--- config.mk ---
export PLATFORM = sky130hd
export DESIGN_NAME = rotfpga_scan_loader
export DESIGN_NICKNAME = d
export VERILOG_FILES = /design/src/rtl/rotfpga_scan_loader.sv
export SDC_FILE = /design/constraint.sdc
export NUM_CORES = 1
export LEC_CHECK = 0
export CORE_UTILIZATION = 36
export CTS_CLUSTER_DIAMETER = 120
export CTS_CLUSTER_SIZE = 40
export DETAILED_ROUTE_END_ITERATION = 7
export GPL_TIMING_DRIVEN = 0
export PLACE_DENSITY = 0.62
export SLEW_MARGIN = 20
export SYNTH_ARGS = -nofsm -noshare
export SYNTH_HDL_FRONTEND = slang
export SYNTH_SLANG_ARGS = --single-unit
export TNS_END_PERCENT = 100
--- constraint.sdc ---
create_clock -name clk -period 2.1 [get_ports clk]
set_input_delay 0.42 -clock clk [delete_from_list [all_inputs] [get_ports clk]]
set_output_delay 0.42 -clock clk [all_outputs]
set_load 0.02 [all_outputs]
--- src/rtl/rotfpga_scan_loader.sv ---
// rotfpga_scan_loader: transmit end of the fabric scan chain.
// Takes config bytes over a valid/ready stream, shifts them LSB-first onto
// scan_sc with scan_se high only while a bit is moving, and packs the bits
// that fall out of scan_out_sc into readback bytes, so the previous
// configuration is read back while the new one is loaded.
module rotfpga_scan_loader #(
  parameter int CHAIN_LEN = 64,
  parameter int CNT_W     = 16
) (
  input  logic       clk,
  input  logic       rst_n,
  input  logic       start,
  input  logic       abort,
  input  logic       cfg_valid,
  output logic       cfg_ready,
  input  logic [7:0] cfg_data,
  output logic       scan_se,
  output logic       scan_sc,
  input  logic       scan_out_sc,
  output logic       rd_valid,
  output logic [7:0] rd_data,
  output logic       busy,
  output logic       done
);

  typedef enum logic [1:0] {
    S_IDLE,
    S_FETCH,
    S_SHIFT,
    S_FINISH
  } state_t;

  localparam logic [CNT_W-1:0] CHAIN_LEN_C = CNT_W'(CHAIN_LEN);
  localparam logic [CNT_W-1:0] BYTE_C      = CNT_W'(8);

  state_t           state;
  state_t           state_next;
  logic [CNT_W-1:0] bitcnt;       // bits shifted so far in this load
  logic [CNT_W-1:0] remaining;    // bits still to shift in this load
  logic [3:0]       fetch_bits;   // bits to take from the byte being fetched
  logic [3:0]       byte_bits;    // bits to shift from the current byte (1..8)
  logic [2:0]       bit_idx;      // position within the current byte
  logic [7:0]       tx;           // bits of the current byte not yet on scan_sc
  logic [7:0]       rx;           // readback bits collected for the current byte
  logic             accept;
  logic             byte_last;
  logic             chain_last;

  assign accept     = cfg_valid && cfg_ready;
  assign byte_last  = (state == S_SHIFT) && ({1'b0, bit_idx} == byte_bits - 4'd1);
  assign chain_last = (state == S_SHIFT) && (bitcnt == CHAIN_LEN_C - 1'b1);

  // Clip the final byte so a load never shifts past the end of the chain.
  always_comb begin
    remaining  = CHAIN_LEN_C - bitcnt;
    fetch_bits = (remaining >= BYTE_C) ? 4'd8 : remaining[3:0];
  end

  // State register.
  always_ff @(posedge clk or negedge rst_n) begin
    // NOTE: sequential state uses non-blocking assignments so every flop
    // samples pre-edge values regardless of block evaluation order.
    if (!rst_n) state <= S_IDLE;
    else        state <= state_next;
  end

  // Next-state decode and the stream ready; abort overrides everything.
  always_comb begin
    // NOTE: every output of this block gets a default first, so no path
    // leaves a value unassigned and no latch is inferred.
    state_next = state;
    cfg_ready  = 1'b0;
    unique case (state)
      S_IDLE:   if (start) state_next = S_FETCH;
      S_FETCH: begin
        cfg_ready = 1'b1;
        if (cfg_valid) state_next = S_SHIFT;
      end
      S_SHIFT:  if (byte_last) state_next = chain_last ? S_FINISH : S_FETCH;
      S_FINISH: state_next = S_IDLE;
      default:  state_next = S_IDLE;
    endcase
    // Masking ready keeps a byte from being swallowed by a load being dropped.
    if (abort) begin
      state_next = S_IDLE;
      cfg_ready  = 1'b0;
    end
  end

  // Registered status outputs, decoded from the state being entered.
  always_ff @(posedge clk or negedge rst_n) begin
    if (!rst_n) begin
      scan_se <= 1'b0;
      busy    <= 1'b0;
      done    <= 1'b0;
    end else begin
      scan_se <= (state_next == S_SHIFT);
      busy    <= (state_next == S_FETCH) || (state_next == S_SHIFT);
      done    <= (state_next == S_FINISH);
    end
  end

  // Shift datapath: byte load, serialisation, readback capture and counters.
  always_ff @(posedge clk or negedge rst_n) begin
    if (!rst_n) begin
      scan_sc   <= 1'b0;
      rd_valid  <= 1'b0;
      rd_data   <= 8'h00;
      bitcnt    <= '0;
      byte_bits <= 4'd0;
      bit_idx   <= 3'd0;
      tx        <= 8'h00;
      rx        <= 8'h00;
    end else begin
      rd_valid <= 1'b0;

      if (state == S_IDLE && start && !abort) bitcnt <= '0;

      // Bit 0 goes straight onto scan_sc; the rest wait in tx.
      if (accept) begin
        scan_sc   <= cfg_data[0];
        tx        <= {1'b0, cfg_data[7:1]};
        rx        <= 8'h00;
        bit_idx   <= 3'd0;
        byte_bits <= fetch_bits;
      end

      // The fabric takes scan_sc on this edge while the chain end is captured.
      if (state == S_SHIFT && !abort) begin
        rx[bit_idx] <= scan_out_sc;
        bit_idx     <= bit_idx + 3'd1;
        bitcnt      <= bitcnt + 1'b1;
        tx          <= {1'b0, tx[7:1]};
        if (byte_last) begin
          // scan_sc keeps the last shifted bit while se is low.
          rd_valid <= 1'b1;
          rd_data  <= rx | (8'(scan_out_sc) << bit_idx);
        end else begin
          scan_sc <= tx[0];
        end
      end
    end
  end

endmodule
==> impl_metrics.ini <==
[yosys]
yosysWarningCount = 0
syn-num-nets = 341
yosysTopAreaCellShare_pct = 46.1
ys_top_cells_by_area = dfrtp_1, nand2_1, o21ai_0, a31oi_1, ha_1
synth_area_um2 = 2880
synth_most_common_cell = nand2_1
async_reset_ff_share_pct = 100
synth_common_cells = nand2_1, dfrtp_1, o21ai_0
synth.distinct_cells = 54
synth_compound_area_share_pct = 20.1
ys_seq_area_share_pct = 46.1
synth_edf_count = 0
synth_top_family_by_area = simple AND/OR/NAND/NOR gates
syn_inst = 320
ys.flop_type = dfrtp_1
synth.mux.area_fraction_pct = 1.74
syn_avg_cell_area_um2 = 8.99
synth_adder_area_share_pct = 3.04
ys_seq_elements = 53
synth_top_cell_by_area = dfrtp_1
yosys.area_share.xor_xnor_pct = 2.13
synth-simple-area-share_pct = 22.5

[power]
p_leak_nw = 1.56
totalPowerFinal_mw = 2.49
power_density_nw_per_um2 = 677
vdd_drop_max_v = 0.000297

[worst_setup_path]
critPathCaptureType = register
crit_path_start_kind = register
critPathKind = reg2reg
critPathMaxFanout = 4
cp.required_ns = 2.33
arrival_ns = 2.48

[global_route]
gr-total-overflow = 0
grt_max_degree = 54
track_usage_pct = 17.4
grt_pass1_vias = 2366
grt_pass1_wl_um = 11700
antenna_found_initial = 0

[floorplanning]
die-area_um2 = 8350
fp.coreArea_um2 = 7730
row_count = 32
pin_count = 28
fp.dieH_um = 91.4
initial_core_util_pct = 37.2
die_x_um = 91.4

[cts]
numCtsBuffers = 5
h-tree-depth = 2
cts_sinks = 53
cts_tree = done
clockBufferDepth = 2
cts_root_buf = clkbuf_8
clock_latency_ns = 0.32
path_clk_slew_ns = 0.10
holdBufCountCts = 0

[sta]
setup_slack_ns = -0.149
fin_hold_ws_ns = 0.115
rsz0062_at_grt = yes
worst_pin_slew_ns = 0.689
finalHoldViolations = 0
finalSetupTns_ns = -0.539
fin_skew_ns = 0.00896
fmax_ghz = 0.445
min_period_ns = 2.25
fin_crit_sh_pct = 107
relSlewSlack_pct = 54.1
finalSetupViolations = 6
final-max-slew-violation-count = 0

[finish]
num_antenna_cells = 0
n_fill_cell = 747
drive_above_1_share_pct = 20.3
fin_nets = 390
syn_to_final_growth_pct = 27.7

[detailed_routing]
drt_iter0_drc = 234
dr.pass1.iters = 5
drc = 0
wire_per_inst_um = 15.1
vias_per_cell = 5.49
vias = 2592
wl_um = 7110
ant_nets = 0

[placement]
io_buffers = 27
pre_cts_ws_ns = -0.639
gp_routability_congestion = 0.818
dp_hpwl_um = 4720

[job]
drv_cap = 0

[min_path]
hp-class = in2async

[run_status]
violations = setup timing
status = finished with violations
## worst max-delay path, stage by stage (launching register included)
cell and delay, ns:
dfrtp_1 0.43, inv_2 0.10, ha_4 0.14, or4b_4 0.51
o21a_1 0.23, o22ai_1 0.15, nand4b_1 0.28, o32ai_1 0.33
## through the flow
step	instance area [µm²]	utilization (%)	instances
after floorplan	2890	-	320
after global placement	3290	42.6	449
after detailed placement	3290	42.5	449
after CTS	3480	45.0	462
after global routing	3680	47.6	472
final	3680	47.6	472
## power breakdown
group	switching (mW)	internal, mW
logic	0.366	0.287
clock network	0.364	0.236
registers	0.0890	1.15
total	0.819	1.67
## cells in the final DEF, fill, tap and decap left out, types with 6 or more instances in the layout
master / n
clkdlybuf4s50_1: 25
o21ai_0: 22
nand3_1: 14
a21oi_1: 9
a31oi_1: 15
nand2_1: 57
inv_1: 6
buf_4: 18
nor2_1: 18
dfrtp_1: 51
clkbuf_2: 10
## cell type report
type | instances | area, µm² | share of cell area, %
sequential | 53 | 1330 | 36.1
buffer | 18 | 93.8 | 2.55
multi-input combinational | 235 | 1580 | 43.0
timing repair buffer | 46 | 420 | 11.4
clock inverter | 2 | 15.0 | 0.408
inverter | 10 | 37.5 | 1.02
tap | 102 | 128 | 3.47
clock buffer | 6 | 72.6 | 1.97
## logic make-up after synthesis
family / Yosys count
adder cells (fa/ha/maj): 7
flip-flops: 53
AO/OA/AOI/OAI: 84
multiplexers: 5
buffers and inverters: 32
AND/OR/NAND/NOR: 132
XOR/XNOR: 7
## final timing paths
check	start	endpoint	slack, ns	depth (start not counted)
max	bitcnt[1]	byte_bits[1]	-0.15	7
min in group clk	rd_data[6]	rd_data[6]	0.48	2
min reg2reg	rd_data[6]	rd_data[6]	0.48	2
max in group asynchronous	rst_n	bitcnt[7]	1.46	1
max reg2reg	bitcnt[1]	byte_bits[1]	-0.15	7
min	rst_n	bitcnt[15]	0.11	1
## state kept, by name, summed over array words and instances (netlist names)
| register | flops |
|---|---|
| scan_sc | 1 |
| tx | 7 |
| bit_idx | 3 |
| bitcnt | 16 |
| scan_se | 1 |
| rd_valid | 1 |
| busy | 1 |
| rx | 8 |
| byte_bits | 4 |
| done | 1 |
| state | 2 |
| rd_data | 8 |
## layer usage
layer	vias up	global-route usage (%)	part of all wire, %
met3	5	2.76	4.9
met4	0	4.37	0.96
li1	1255	-	-
met1	1268	24.1	46
met5	-	0	0
met2	64	28.3	48
## timing repair
action / in CTS / in global routing
pin swaps: 7 / 8
resized for setup: 21 / 35
buffers inserted: 7 / 12
setup endpoints to repair: 24 / 34
Note: power is estimated with default switching activity, not from simulation.
